File: src/rtl/cpu_pkg.sv
`default_nettype none
// ============================================================================
//  Module      : cpu_pkg
//  Description : Shared types and constants for the instruction front end
//                and the microcode decoder.
//  Revision    : 1.0 - initial release
// ============================================================================
package cpu_pkg;

    // Width of the operand-count field reported by the decoder
    localparam int LEN_W      = 2;

    // Microcode steps per opcode and the width of the step index
    localparam int SEQ_STEPS  = 8;
    localparam int SEQ_STEP_W = 3;

    // Sequencer control states
    typedef enum logic [2:0] {
        ST_IDLE      = 3'd0,
        ST_FETCH_OP  = 3'd1,
        ST_DECODE    = 3'd2,
        ST_FETCH_OPR = 3'd3,
        ST_EXEC      = 3'd4
    } seq_state_t;

endpackage
`default_nettype wire

File: src/rtl/insn_sequencer_fetch_port.sv
`default_nettype none
// ============================================================================
//  Module      : fetch_port
//  Description : Byte-wide memory request/acknowledge port. Holds the request
//                for as long as the owner stays in a fetch phase, presents the
//                PC as the fetch address and pulses pc_inc per accepted byte.
//  Revision    : 1.0 - initial release
// ============================================================================
module fetch_port #(
    parameter int ADDR_W = 16
) (
    input  logic              rst,
    input  logic              i_fetch,
    input  logic [ADDR_W-1:0] i_pc_addr,
    input  logic              i_mem_ack,
    output logic              o_mem_req,
    output logic [ADDR_W-1:0] o_mem_addr,
    output logic              o_pc_inc,
    output logic              o_accept
);

    logic w_accept;

    // The owner only leaves its fetch phase on an accept, so the request is
    // naturally held until the acknowledge arrives.
    assign o_mem_req  = i_fetch;
    assign o_mem_addr = i_fetch ? i_pc_addr : '0;

    // An ack without a request is ignored; an ack coinciding with reset is
    // discarded so the PC does not advance for a byte that is never latched.
    assign w_accept   = i_fetch & i_mem_ack & ~rst;
    assign o_accept   = w_accept;
    assign o_pc_inc   = w_accept;

endmodule
`default_nettype wire

File: src/rtl/insn_sequencer.sv
`default_nettype none
// ============================================================================
//  Module      : insn_sequencer
//  Description : Instruction front end. Fetches opcode and up to three operand
//                bytes, hands them to the microcode decoder and steps the
//                microcode index through execution.
//  Revision    : 1.0 - initial release
// ============================================================================
module insn_sequencer
    import cpu_pkg::*;
#(
    parameter int DATA_W = 8,
    parameter int ADDR_W = 16,
    parameter int STEPS  = SEQ_STEPS,
    parameter int STEP_W = SEQ_STEP_W
) (
    input  logic              clk,
    input  logic              rst,
    input  logic              run,
    input  logic [ADDR_W-1:0] pc_addr,
    output logic              mem_req,
    output logic [ADDR_W-1:0] mem_addr,
    input  logic              mem_ack,
    input  logic [DATA_W-1:0] mem_rdata,
    output logic              pc_inc,
    input  logic [LEN_W-1:0]  len_in,
    input  logic              uend,
    input  logic              stall,
    output logic [DATA_W-1:0] insn,
    output logic [DATA_W-1:0] d1,
    output logic [DATA_W-1:0] d2,
    output logic [DATA_W-1:0] d3,
    output logic [STEP_W-1:0] is,
    output logic              exec_en,
    output logic              busy,
    output logic              overrun
);

    localparam logic [STEP_W-1:0] c_is_last = STEP_W'(STEPS - 1);

    seq_state_t        r_state;
    seq_state_t        w_next;
    logic [LEN_W-1:0]  r_len;
    logic [LEN_W-1:0]  r_opr_cnt;
    logic [LEN_W-1:0]  w_cnt_inc;
    logic [DATA_W-1:0] r_insn;
    logic [DATA_W-1:0] r_d1;
    logic [DATA_W-1:0] r_d2;
    logic [DATA_W-1:0] r_d3;
    logic [STEP_W-1:0] r_is;
    logic [STEP_W-1:0] w_is_next;
    logic              r_overrun;
    logic              w_force_end;
    logic              w_fetch;
    logic              w_accept;

    assign w_fetch   = (r_state == ST_FETCH_OP) || (r_state == ST_FETCH_OPR);
    assign w_cnt_inc = r_opr_cnt + LEN_W'(1);

    fetch_port #(
        .ADDR_W     (ADDR_W)
    ) u_fetch_port (
        .rst        (rst),
        .i_fetch    (w_fetch),
        .i_pc_addr  (pc_addr),
        .i_mem_ack  (mem_ack),
        .o_mem_req  (mem_req),
        .o_mem_addr (mem_addr),
        .o_pc_inc   (pc_inc),
        .o_accept   (w_accept)
    );

    // Control state register
    always_ff @(posedge clk) begin
        if (rst) begin
            r_state <= ST_IDLE;
        end else begin
            r_state <= w_next;
        end
    end

    // Next-state, step-index advance and forced-end detection
    always_comb begin
        w_next      = r_state;
        w_is_next   = r_is;
        w_force_end = 1'b0;
        case (r_state)
            ST_IDLE: begin
                if (run) w_next = ST_FETCH_OP;
            end
            ST_FETCH_OP: begin
                if (w_accept) w_next = ST_DECODE;
            end
            ST_DECODE: begin
                w_next = (len_in == '0) ? ST_EXEC : ST_FETCH_OPR;
            end
            ST_FETCH_OPR: begin
                if (w_accept && (w_cnt_inc == r_len)) w_next = ST_EXEC;
            end
            ST_EXEC: begin
                // Stall freezes the index and masks uend in the same cycle
                if (!stall) begin
                    if (uend || (r_is == c_is_last)) begin
                        w_is_next   = '0;
                        w_force_end = ~uend;
                        w_next      = run ? ST_FETCH_OP : ST_IDLE;
                    end else begin
                        w_is_next   = r_is + STEP_W'(1);
                    end
                end
            end
            default: begin
                w_next = ST_IDLE;
            end
        endcase
    end

    // Opcode/operand latches, operand counter, step index and sticky overrun
    always_ff @(posedge clk) begin
        if (rst) begin
            r_len     <= '0;
            r_opr_cnt <= '0;
            r_insn    <= '0;
            r_d1      <= '0;
            r_d2      <= '0;
            r_d3      <= '0;
            r_is      <= '0;
            r_overrun <= 1'b0;
        end else begin
            r_is <= w_is_next;
            if (w_force_end) r_overrun <= 1'b1;
            case (r_state)
                ST_FETCH_OP: begin
                    if (w_accept) begin
                        r_insn <= mem_rdata;
                        r_d1   <= '0;
                        r_d2   <= '0;
                        r_d3   <= '0;
                    end
                end
                ST_DECODE: begin
                    r_len     <= len_in;
                    r_opr_cnt <= '0;
                end
                ST_FETCH_OPR: begin
                    if (w_accept) begin
                        case (r_opr_cnt)
                            2'd0:    r_d1 <= mem_rdata;
                            2'd1:    r_d2 <= mem_rdata;
                            default: r_d3 <= mem_rdata;
                        endcase
                        r_opr_cnt <= w_cnt_inc;
                    end
                end
                default: begin
                end
            endcase
        end
    end

    assign insn    = r_insn;
    assign d1      = r_d1;
    assign d2      = r_d2;
    assign d3      = r_d3;
    assign is      = r_is;
    assign exec_en = (r_state == ST_EXEC);
    assign busy    = (r_state != ST_IDLE);
    assign overrun = r_overrun;

endmodule
`default_nettype wire

File: config.mk
export PLATFORM = sky130hd
export DESIGN_NAME = insn_sequencer
export DESIGN_NICKNAME = d
export VERILOG_FILES = /design/src/rtl/cpu_pkg.sv /design/src/rtl/insn_sequencer_fetch_port.sv /design/src/rtl/insn_sequencer.sv
export SDC_FILE = /design/constraint.sdc
export NUM_CORES = 1
export LEC_CHECK = 0
export BUFFER_PORTS_ARGS = -buffer_cell sky130_fd_sc_hd__buf_2
export CORE_MARGIN = 8
export CORE_UTILIZATION = 46
export DETAILED_ROUTE_END_ITERATION = 16
export GPL_ROUTABILITY_DRIVEN = 1
export PLACE_DENSITY = 0.79
export SLEW_MARGIN = 20
export SYNTH_ARGS = -nofsm -noshare
export SYNTH_HDL_FRONTEND = slang
export SYNTH_SLANG_ARGS = --single-unit
File: constraint.sdc
create_clock -name clk -period 1.6 [get_ports clk]
set_input_delay 0 -clock clk [delete_from_list [all_inputs] [get_ports clk]]
set_output_delay 0 -clock clk [all_outputs]
set_load 0.02 [all_outputs]
## Word-level counts from Yosys, hierarchy flattened

Index checks and enable logic that the tools add are counted.

| storage, ports and cells | value |
|---|---|
| bits in registers | 43 |
| output and inout port bits | 56 |

| operators by class | value |
|---|---|
| reduce and logical (&&, ||, !) cells | 17 |
| bitwise gates (word level) | 5 |
| multiplexer cells | 25 |
| $add $sub $neg | 2 |
| equal/unequal tests | 16 |

Operator list:

| kind | count |
|---|---|
| $mux 8 | 7 |
| $pmux 8 s2 | 3 |
| $mux 3 | 7 |
| $mux 16 | 1 |
| $pmux 3 s5 | 1 |
| $reduce_and 4->1 | 3 |
| $ne 2x2->1 const B | 5 |
| $ne 2x1->1 const B | 4 |
| $eq 3x2->1 const B | 2 |
| $eq 3x3->1 const B | 2 |
| $reduce_and 2->1 | 3 |
| $reduce_and 5->1 | 1 |
| $logic_not 2->1 | 2 |
| $mux 1 | 4 |
| $pmux 2 s2 | 1 |
| $reduce_bool 2->1 | 2 |
| $add 3x1->3 const B | 1 |
| $eq 3x1->1 const B | 1 |
| $logic_not 3->1 | 1 |
| $not 1->1 | 3 |
| $reduce_bool 3->1 | 1 |
| $add 2x1->2 const B | 1 |
| $and 1x1->1 | 2 |
| $eq 2x1->1 const B | 1 |
| 5 further kinds | 6 |

## Logic depth before layout (Yosys ltp)

Gate-level depths: netlist of the first run.

| logic depth | value |
|---|---|
| word-level depth | 7 |
| gate-level depth with buffers | 7 |
| gate-level depth less buffers | 6 |

## Hierarchy

Synthesis of the first run repeated with hierarchy kept, for this count alone.

| unflattened totals | value |
|---|---|
| cell total of the unflattened synthesis | 220 |
| area total of the unflattened synthesis | 1986.9 um^2 |

By module, submodules not included:

| module | cells an instance | area an instance (um^2) | times used |
|---|---|---|---|
| insn_sequencer | 200 | 1835.5 | 1 |
| fetch_port | 20 | 151.4 | 1 |

## Least setup slack after synthesis of the first run

Ideal clock, no wire load.

| timing path | value |
|---|---|
| path type | register -> register |
| start point | register r_state[2] |
| end point | register r_is[0], in the netlist is[0] |
| arrival | 1.442 ns |
| slack | 0.026 ns |
| library setup time | 0.132 ns |
| cell stages (with the launch flop) | 5 |
| cell sequence | dfxtp_1 -> nor3b_1 -> or2b_1 -> nand2_1 -> a21oi_1 |

| on the way | value |
|---|---|
| word-level cells in the longest chain between the ends | 2 |

Ends and longest elaborated chain:

| element | line | source |
|---|---|---|
| start: declaration | insn_sequencer.sv:41 | `seq_state_t r_state;` |
| start signal: assignment | insn_sequencer.sv:78 | `r_state <= w_next;` |
| $eq 3x3->1 | n/a |  |
| via exec_en | insn_sequencer.sv:34 | `output logic exec_en,` |
| $reduce_and 2->1 (no source line) | n/a |  |
| end signal: assignment | insn_sequencer.sv:130 | `r_is <= w_is_next;` |
| end: declaration | insn_sequencer.sv:50 | `logic [STEP_W-1:0] r_is;` |

The timed path passes the listed nets, and every way through them passes these cells.
A chain may end at the register's enable or synchronous reset.

## Worst setup path in the final report of the first run

| timing path | value |
|---|---|
| start point | input rst |
| end point | register r_d3[0], in the netlist d3[0] |

| on the way | value |
|---|---|
| word-level cells in the longest chain between the ends | 4 |

Ends and longest elaborated chain:

| element | line | source |
|---|---|---|
| start: declaration | insn_sequencer.sv:18 | `input logic rst,` |
| $not 1->1 | insn_sequencer_fetch_port.sv:31 | `assign w_accept = i_fetch & i_mem_ack & ~rst;` |
| $and 1x1->1 | insn_sequencer_fetch_port.sv:31 |  |
| $ne 2x2->1 (no source line) | n/a |  |
| $reduce_and 4->1 (no source line) | n/a |  |
| end signal: assignment | insn_sequencer.sv:150 | `default: r_d3 <= mem_rdata;` |
| end: declaration | insn_sequencer.sv:49 | `logic [DATA_W-1:0] r_d3;` |

Several ways; a longest one is shown, not always the timed one.

==> results of run 1 <==
-- report_power, final --
part | switching [mW] | internal, mW
combinational | 0.201 | 0.145
sequential | 0.0152 | 1.09
clock | 0.385 | 0.505
-- layout make-up --
class,count,share of cell area (%)
clock buffers,6,3.13
flip-flops and latches,43,32.6
clock inverters,2,1.33
inverters,6,0.853
well taps,50,2.37
repair buffers,102,21.9
multi-input cells,157,37.8
-- layout by cell type (no fill, tap or decap), types with 3 or more instances in the layout --
| cell type | Yosys | layout |
|---|---|---|
| buf_2 | 2 | 87 |
| dfxtp_1 | 43 | 42 |
| nor2_1 | 31 | 31 |
| and2_1 | 24 | 24 |
| mux2i_1 | 24 | 24 |
| nand2_1 | 23 | 23 |
| dlygate4sd3_1 | 0 | 12 |
| a21oi_1 | 6 | 6 |
| o21ai_0 | 8 | 6 |
| o21ai_1 | 5 | 6 |
| clkbuf_8 | 0 | 6 |
| inv_1 | 5 | 5 |
| o21ai_2 | 3 | 4 |
| nand3_1 | 4 | 4 |
| ha_1 | 4 | 4 |
| a31oi_1 | 3 | 3 |
| buf_4 | 1 | 3 |
-- final timing paths --
kind	from	to	slack, ps	depth (start not counted)
worst min-delay path	uend	overrun	20	4
worst max-delay path	rst	d3[0]	130	6
worst max register to register	r_state[1]	r_state[0]	130	4
worst min register to register	insn[4]	insn[4]	450	2
-- routing by layer --
metal  track usage, %  up-vias  wire, microns
li1                 -      919              -
met1             19.3      843           2160
met2             27.9       40           2670
met3             4.86        9            286
met4             7.50        0            137
met5                0        -              0
-- through the flow --
| step | hold WS (ps) | instance area, sq um | setup WS (ps) | utilization (%) |
|---|---|---|---|---|
| floorplan | 113 | 1940 | 26.1 | - |
| global placement | 214 | 2400 | 143 | 59.5 |
| detailed placement | 215 | 2400 | 62.8 | 59.5 |
| CTS | 16.3 | 2640 | 40.6 | 65.4 |
| global route | 20.7 | 2640 | 12.7 | 65.6 |
| finish | 23.3 | 2640 | 132 | 65.6 |
-- worst min-delay path, stage by stage --
cell and delay, ps:
buf_2 100, inv_1 50, a31oi_1 70, nor2_1 70
-- state kept, by name, summed over array words and instances, names as in the netlist --
name       cells
d1             8
d3             8
r_state        3
r_len          2
is             3
overrun        1
insn           8
d2             8
r_opr_cnt      2
-- kinds of logic (layout without fill, tap and decap cells) --
| logic type | count (synthesis) | in the layout |
|---|---|---|
| flops | 43 | 43 |
| mux | 24 | 24 |
| buf+inv | 16 | 116 |
| simple gates | 96 | 96 |
| fa+ha+maj | 4 | 4 |
| xor+xnor | 2 | 2 |
| compound gates | 31 | 31 |
-- what timing repair did --
item	in CTS	in global routing
endpoints found under the setup margin	0	11
hold buffers	12	0
resized for setup	0	5
hold endpoints to repair	12	0
==> flow_metrics.env, run 1 <==
export IMPL_cts_tree="built"
export IMPL_vias=1811
export IMPL_synth_compound_area_share_pct=10.6
export IMPL_hold_path_class="in -> reg"
export IMPL_min_period_ps=1470
export IMPL_worst_clock_skew_ps=2.50
export IMPL_via_per_inst=4.95
export IMPL_synth_area_sq_mm=0.00194
export IMPL_routed_wl_microns=5260
export IMPL_crit_required_ps=1790
export IMPL_synthTopCellsByArea="dfxtp_1 44%, mux2i_1 12%, and2_1 7.7%"
export IMPL_hold_viol_final=0
export IMPL_core_area_sq_mm=0.00403
export IMPL_setup_viol=0
export IMPL_diodes=0
export IMPL_crit_path_max_fanout=9
export IMPL_area_growth_pct=35.8
export IMPL_dr_pass1_iters=4
export IMPL_ant_nets=0
export IMPL_tns_ps=0
export IMPL_clk_path_buf_depth=2
export IMPL_fmax_ghz=0.681
export IMPL_maxSlewHeadroom_pct=72.9
export IMPL_synth_xor_area_share_pct=0.901
export IMPL_die_area_sq_mm=0.00656
export IMPL_drt_iter0_drc=106
export IMPL_rsz0062_at_grt="no"
export IMPL_multiInputGateArea_sq_um=998
export IMPL_wire_per_inst_microns=14.4
export IMPL_drv_cap=0
export IMPL_grt_usage_pct=16.7
export IMPL_fp_row_count=23
export IMPL_synth_cells=216
export IMPL_ys_flop_type="dfxtp_1"
export IMPL_clkSinkCount=43
export IMPL_synth_simple_area_share_pct=24.8
export IMPL_synthAdderAreaFrac_pct=2.57
export IMPL_synth_edf_count=0
export IMPL_tightest_slew_ps=406
export IMPL_dp_cells=346
export IMPL_critical_path_top_delay_family="buffers and inverters"
export IMPL_finalNonFillerCells=366
export IMPL_cp_end_kind="flop"
export IMPL_crit_slowest_cell="dlygate4sd3_1"
export IMPL_grt_ovfl_total=0
export IMPL_crit_path_start_kind="input pin"
export IMPL_gp_congestion=0.836
export IMPL_worst_path_buf_inv=2
export IMPL_clock_latency_ps=300
export IMPL_yosys_area_top_type="dfxtp_1"
export IMPL_nNetsFinal=351
export IMPL_ctsHtreeMaxLevel=2
export IMPL_synth_top_family_by_area="simple AND/OR/NAND/NOR gates"
export IMPL_avgSynthCellArea_sq_um=9.00
export IMPL_syn_num_nets=252
export IMPL_synth_area_mux_share_pct=12.4
export IMPL_clk_pin_slew_worst_paths_ps=80
export IMPL_cp_slowest_stage_delay_ps=540
export IMPL_start_util_pct=48.3
export IMPL_clockRootBuffer="clkbuf_8"
export IMPL_total_power_mw=2.34
export IMPL_synth_commonest_cells="43 x dfxtp_1, 31 x nor2_1, 24 x and2_1, 24 x mux2i_1, 23 x nand2_1"
export IMPL_maxSlewViolCount=0
export IMPL_synth_seq_area_share_pct=44.3
export IMPL_crit_arrival_ps=1660
export IMPL_crit_path_cell_trace="dlygate4sd3_1, buf_2, and4bb_2, nand2_2, mux2i_1, nor2_1"
export IMPL_p_leak_nw=1.41
export IMPL_synth_distinct_cells=38
export IMPL_seq_area_sq_um=862
export IMPL_postCtsSetupBuffers=0
export IMPL_post_route_period_util_pct=91.8
export IMPL_post_dp_hpwl_microns=3930
export IMPL_path_class="in -> reg"
export IMPL_antenna_found_initial=0
export IMPL_grt_pass1_wl_microns=8560
export IMPL_grt_max_degree=31
export IMPL_drcViolationCount=0
export IMPL_yosysWarnings=0
export IMPL_vdd_ir_drop_worst_uv=549
export IMPL_run_status="finished clean"
export IMPL_port_buffers=87
export IMPL_synth_top_area_share_pct=44.3
export IMPL_ys_ff_latch=43
export IMPL_synthArstFlopShare_pct=0
export IMPL_io_pins=88
export IMPL_fill_cells=361
export IMPL_p_per_area_mw_per_mm2=886
export IMPL_yosysMostFrequentCell="dfxtp_1"
export IMPL_cts_buffers=5
export IMPL_die_height_microns=81.0
export IMPL_die_w_microns=81.0
export IMPL_drive_gt1_share_pct=34.2
export IMPL_grt_pass1_vias=1744
No activity file was read; power rests on OpenSTA's default activity.
==> inputs of run 2 (changes only) <==
- BUFFER_PORTS_ARGS: -buffer_cell sky130_fd_sc_hd__buf_2 -> not set
- CORE_UTILIZATION: 46 -> 55
- DONT_BUFFER_PORTS: not set -> 1
- PLACE_DENSITY: 0.79 -> 0.7
==> run 2 against run 1 <==
  * Routed wire length down 6.6%
  * Register-to-register slack worse by 20 ps
  * Flip-flop and latch count unchanged
  * Utilization up 1.1 points
  * Highest routed layer unchanged
  * Worst setup slack worse by 16 ps
  * Die area down 13%
  * Sequential power about the same
  * Via count down 13%
  * Clock-buffer cell count unchanged
==> flow_metrics.env, run 2 (synthesized netlist as in run 1, its figures left out) <==
export IMPL_post_route_period_util_pct=92.8
export IMPL_path_class="reg -> reg"
export IMPL_final_cell_mix="42 x dfxtp_1, 31 x nor2_1, 24 x and2_1, 24 x mux2i_1, 23 x nand2_1"
export IMPL_p_per_area_mw_per_mm2=850
export IMPL_grt_ovfl_total=0
export IMPL_hold_path_class="in -> reg"
export IMPL_setup_viol=0
export IMPL_p_leak_nw=1.01
export IMPL_dp_cells=260
export IMPL_post_dp_hpwl_microns=3630
export IMPL_crit_path_start_kind="flop"
export IMPL_worst_hold_slack_ps=2.54
export IMPL_diodes=0
export IMPL_crit_path_cell_trace="inv_1, o21ai_4, mux2i_1, nor2_1"
export IMPL_core_area_sq_mm=0.00336
export IMPL_swShare_pct=28.3
export IMPL_critical_path_top_delay_family="flip-flops"
export IMPL_critical_path_depth=4
export IMPL_r2r_end="d2[4]"
export IMPL_cp_slowest_stage_delay_ps=500
export IMPL_min_period_ps=1480
export IMPL_ctsHtreeMaxLevel=2
export IMPL_r2r_start="r_state[1]"
export IMPL_clock_latency_ps=340
export IMPL_tns_ps=0
export IMPL_drcViolationCount=0
export IMPL_reg2reg_slack_ps=120
export IMPL_cts_tree="built"
export IMPL_fmax_ghz=0.674
export IMPL_tightest_slew_ps=387
export IMPL_io_pins=88
export IMPL_drt_iter0_drc=91
export IMPL_finalNonFillerCells=287
export IMPL_gp_congestion=0.819
export IMPL_die_area_sq_mm=0.00569
export IMPL_start_util_pct=57.8
export IMPL_hold_viol_final=0
export IMPL_clk_path_buf_depth=2
export IMPL_run_status="finished clean"
export IMPL_crit_arrival_ps=1730
export IMPL_seqPwrFrac_pct=58.9
export IMPL_drv_cap=0
export IMPL_die_w_microns=75.5
export IMPL_via_per_inst=5.48
export IMPL_grt_pass1_vias=1540
export IMPL_area_growth_pct=15.4
export IMPL_wire_per_inst_microns=17.1
export IMPL_drive_gt1_share_pct=11.6
export IMPL_die_height_microns=75.5
export IMPL_maxSlewViolCount=0
export IMPL_mostFrequentLayoutCell="dfxtp_1"
export IMPL_port_buffers=0
export IMPL_dr_pass1_iters=5
export IMPL_grt_usage_pct=17.3
export IMPL_crit_path_max_fanout=9
export IMPL_internal_power_mw=1.37
export IMPL_worst_clock_skew_ps=3.92
export IMPL_vdd_ir_drop_worst_uv=610
export IMPL_crit_required_ps=1850
export IMPL_critPathCapture="d2[4]"
export IMPL_cp_end_kind="flop"
export IMPL_clkSinkCount=43
export IMPL_p_comb_share_pct=14.5
export IMPL_p_clk_share_pct=26.6
export IMPL_maxSlewHeadroom_pct=74.1
export IMPL_ant_nets=0
export IMPL_nNetsFinal=276
export IMPL_cp_startpoint="r_state[1]"
export IMPL_vias=1573
export IMPL_routed_wl_microns=4910
export IMPL_worst_path_buf_inv=1
export IMPL_crit_slowest_cell="dfxtp_1"
export IMPL_rsz0062_at_grt="no"
export IMPL_fp_row_count=21
export IMPL_grt_pass1_wl_microns=7490
export IMPL_antenna_found_initial=0
export IMPL_clockRootBuffer="clkbuf_4"
export IMPL_power_net_switching_mw=0.540
export IMPL_clk_pin_slew_worst_paths_ps=120
export IMPL_cts_buffers=5
export IMPL_grt_max_degree=38
export IMPL_ff2ff_path_depth=4
==> run 2: timing repair <==
action | CTS | global route
setup buffers | 0 | 3
hold endpoints to repair | 43 | 0
endpoints found under the setup margin | 0 | 10
hold buffers | 16 | 0
gates resized for setup | 0 | 4
==> run 2: area by class of cell <==
type / count / area (sq um)
fill: 293 / 1120
inverter: 6 / 22.5
sequential: 43 / 862
tap: 46 / 57.6
clock buffer: 6 / 41.3
timing repair buffer: 27 / 253
clock inverter: 2 / 12.5
multi-input combinational: 157 / 995
==> run 2: worst reg2reg max path, delay by kind of cell, from the launching register on <==
| family | cells | cell delay (ps) |
|---|---|---|
| AOI/OAI and AO/OA | 1 | 390 |
| buffers and inverters | 1 | 180 |
| DFF | 1 | 500 |
| muxes | 1 | 270 |
| and+or+nand+nor | 1 | 60 |
==> run 2: worst min-delay path by stage <==
stage | slack (ps) | end | cells after the start | start
after CTS | 1 | d3[1] | 3 | mem_rdata[1]
after global placement | 70 | r_state[1] | 1 | rst
after global routing | 10 | d1[7] | 3 | mem_rdata[7]
after floorplan | 110 | insn[0] | 2 | mem_rdata[0]
final | 3 | d3[7] | 3 | mem_rdata[7]
after detailed placement | 70 | r_len[1] | 1 | rst
==> run 2: metrics by stage <==
stage / power (mW) / worst slack, ps / utilization, % / instance area [sq um]
CTS: 1.92 / 88.3 / 66.0 / 2220
finish: 1.91 / 116 / 66.7 / 2240
floorplan: 1.34 / 26.1 / - / 1940
global placement: 1.36 / 165 / 59.3 / 2000
global route: 2.00 / 7.84 / 66.7 / 2240
detailed placement: 1.36 / 107 / 59.3 / 2000
==> run 2: power groups by stage <==
stage	registers, mW	logic (mW)	clock network, mW
3_5_place_dp	1.15	0.217	0
6_report	1.12	0.276	0.507
5_1_grt	1.13	0.299	0.573
2_1_floorplan	1.14	0.197	0
4_1_cts	1.12	0.271	0.523
3_3_place_gp	1.15	0.213	0
==> run 2: metal layers <==
layer | vias up | track usage (%) | share of wire (%)
met5 | - | 0 | 0
met4 | 0 | 6.82 | 0.88
met3 | 4 | 7.89 | 12
met2 | 70 | 29.3 | 49
met1 | 737 | 18.3 | 38
li1 | 762 | - | -
==> inputs of run 3 (changes only) <==
- CORE_ASPECT_RATIO: not set -> 1.75
- SYNTH_HIERARCHICAL: not set -> 1
==> run 3 against run 2 <==
  * Clock power is 57% higher
  * Via count is 0.76% higher
  * Flip-flop and latch count is the same
  * Area after synthesis is 2.2% higher
  * Global-route usage increased by 0.36 points
  * Critical path type unchanged
  * Cell area grew 7.4%
  * Utilization is 1.1 points higher
  * Critical endpoint is now insn[6]
==> flow_metrics.env, run 3 <==
export IMPL_gp_congestion=0.821
export IMPL_synthTopCellsByArea="dfxtp_1 43%, mux2i_1 13%, nor2_1 6.0%"
export IMPL_crit_arrival_ps=1730
export IMPL_clockRootBuffer="clkbuf_8"
export IMPL_p_per_area_mw_per_mm2=873
export IMPL_holdCritStartpoint="stall"
export IMPL_dr_pass1_iters=6
export IMPL_clock_latency_ps=290
export IMPL_tightest_slew_ps=453
export IMPL_ys_flop_type="dfxtp_1"
export IMPL_vdd_ir_drop_worst_uv=618
export IMPL_reg2reg_slack_ps=50
export IMPL_grt_ovfl_total=0
export IMPL_clk_path_buf_depth=2
export IMPL_crit_path_max_fanout=8
export IMPL_rsz0062_at_grt="yes"
export IMPL_ctsHtreeMaxLevel=2
export IMPL_synth_top_area_share_pct=43.3
export IMPL_synth_distinct_cells=39
export IMPL_stdcell_area_sq_mm=0.00241
export IMPL_hold_path_class="in -> reg"
export IMPL_ys_ff_latch=43
export IMPL_whs_endpoint="is[1]"
export IMPL_post_route_period_util_pct=97.1
export IMPL_drive_gt1_share_pct=19.9
export IMPL_drv_cap=0
export IMPL_dpl_instance_area_sq_mm=0.00214
export IMPL_die_height_microns=95.5
export IMPL_avgSynthCellArea_sq_um=9.03
export IMPL_r2r_start="r_state[2]"
export IMPL_maxSlewHeadroom_pct=69.8
export IMPL_cp_slowest_stage_delay_ps=390
export IMPL_drt_iter0_drc=72
export IMPL_clk_pin_slew_worst_paths_ps=80
export IMPL_grt_pass1_vias=1685
export IMPL_final_cell_mix="39 x dfxtp_1, 32 x nor2_1, 26 x mux2i_1, 22 x nand2_1"
export IMPL_worst_clock_skew_ps=6.94
export IMPL_r2r_end="insn[6]"
export IMPL_area_growth_pct=21.3
export IMPL_crit_required_ps=1780
export IMPL_drcViolationCount=0
export IMPL_postCtsSetupBuffers=0
export IMPL_crit_path_cell_trace="and2b_2, and3b_2, nand3b_4, or2_2, nand2_1, a21oi_1"
export IMPL_syn_num_nets=256
export IMPL_run_status="finished clean"
export IMPL_ant_nets=0
export IMPL_port_buffers=0
export IMPL_path_class="reg -> reg"
export IMPL_cp_end_kind="flop"
export IMPL_vias=1585
export IMPL_synth_area_sq_mm=0.00199
export IMPL_synth_cells=220
export IMPL_mostFrequentLayoutCell="dfxtp_1"
export IMPL_nNetsFinal=282
export IMPL_p_leak_nw=0.987
export IMPL_diodes=0
export IMPL_synth_seq_area_share_pct=43.3
export IMPL_core_area_sq_mm=0.00356
export IMPL_synth_commonest_cells="43 x dfxtp_1, 32 x nor2_1, 26 x mux2i_1, 22 x nand2_1, 14 x a21oi_1"
export IMPL_critical_path_depth=6
export IMPL_critical_path_top_delay_family="simple AND/OR/NAND/NOR gates"
export IMPL_die_area_sq_mm=0.00587
export IMPL_fmax_ghz=0.644
export IMPL_yosysMostFrequentCell="dfxtp_1"
export IMPL_ff2ff_path_depth=6
export IMPL_wire_per_inst_microns=17.7
export IMPL_start_util_pct=55.9
export IMPL_synth_edf_count=0
export IMPL_worst_path_buf_inv=0
export IMPL_fp_row_count=29
export IMPL_clkSinkCount=43
export IMPL_post_dp_hpwl_microns=3970
export IMPL_via_per_inst=5.43
export IMPL_crit_slowest_cell="or2_2"
export IMPL_antenna_found_initial=0
export IMPL_io_pins=88
export IMPL_cts_buffers=5
export IMPL_grt_max_degree=46
export IMPL_grt_pass1_wl_microns=7850
export IMPL_maxSlewViolCount=0
export IMPL_crit_path_start_kind="flop"
export IMPL_fill_cells=321
export IMPL_cts_tree="built"
export IMPL_die_w_microns=61.4
export IMPL_synthArstFlopShare_pct=0
export IMPL_yosys_area_top_type="dfxtp_1"
export IMPL_grt_usage_pct=17.7
export IMPL_min_path_cells=3
export IMPL_routed_wl_microns=5160
export IMPL_tns_ps=0
export IMPL_hold_viol_final=0
export IMPL_min_period_ps=1550
export IMPL_yosysWarnings=6
export IMPL_setup_viol=0
[run 3: cell count changes after synthesis, moves of 3 or more]
cell     before  now
a21oi_1       6   14
o21ai_0       8    5
o21ai_1       5    0
o21ai_2       3    0
and2_1       24   13
and2_2        0   12
inv_1         5    9
[run 3: worst max-delay path by stage]
stage / from / slack (ps) / endpoint
2_1_floorplan: r_state[2] / -80 / d2[0]
4_1_cts: r_state[2] / 50 / insn[6]
3_3_place_gp: r_state[2] / 110 / insn[7]
3_5_place_dp: r_state[2] / 60 / insn[6]
5_1_grt: is[0] / -50 / r_state[0]
6_report: r_state[2] / 50 / insn[6]
[run 3: through the flow]
step	instances	setup WS (ps)	power, mW	utilization [%]	hold WS (ps)
floorplan	220	-82.6	1.26	-	136
global placement	271	114	1.28	60.1	68.0
detailed placement	271	62.9	1.28	60.1	70.8
CTS	292	50.0	2.12	67.2	24.6
global route	292	-47.2	2.19	67.8	58.4
finish	292	46.3	2.10	67.8	28.5
[run 3: cells by family (layout without fill, tap and decap cells)]
| logic type | after synthesis | in the layout | share of synthesized area [%] |
|---|---|---|---|
| and+or+nand+nor | 97 | 97 | 25.9 |
| DFF | 43 | 43 | 43.3 |
| AOI/OAI and AO/OA | 28 | 28 | 9.57 |
| muxes | 26 | 26 | 13.1 |
| buffers and inverters | 20 | 46 | 4.72 |
| adders and majority gates | 4 | 4 | 2.52 |
| xor gates and xnor gates | 2 | 2 | 0.882 |
[run 3: layer usage]
layer / vias to the layer above / share of wire (%) / GRT usage (%)
li1: 771 / - / -
met1: 742 / 31 / 16.0
met2: 62 / 55 / 32.7
met3: 10 / 12 / 7.30
met4: 0 / 1.9 / 7.07
met5: - / 0 / 0
[run 3: area by class of cell]
| cell class | instances | area, sq um | area share, % |
|---|---|---|---|
| repair buffers | 30 | 295 | 12.3 |
| multi-input cells | 157 | 1050 | 43.8 |
| clock inverters | 1 | 30.0 | 1.25 |
| flip-flops and latches | 43 | 866 | 35.9 |
| well taps | 46 | 57.6 | 2.39 |
| clock buffers | 6 | 72.6 | 3.01 |
| inverters | 9 | 33.8 | 1.40 |
[run 3: worst min-delay path: stages]
cell and delay [ps]:
or2b_1 110, nand2_1 60, a21oi_1 110
[run 3: report_power, final]
part           leakage, nW  internal [mW]  switching [mW]  total, mW
combinational        0.587         0.0897           0.135      0.224
sequential           0.348           1.08         0.00751       1.08
clock               0.0513          0.457           0.339      0.796
[run 3: what timing repair did]
item                                    4_1_cts  5_1_grt
endpoints found under the setup margin        0       25
resized for setup                             0        4
hold buffers                                 14        0
hold endpoints to repair                     43        0
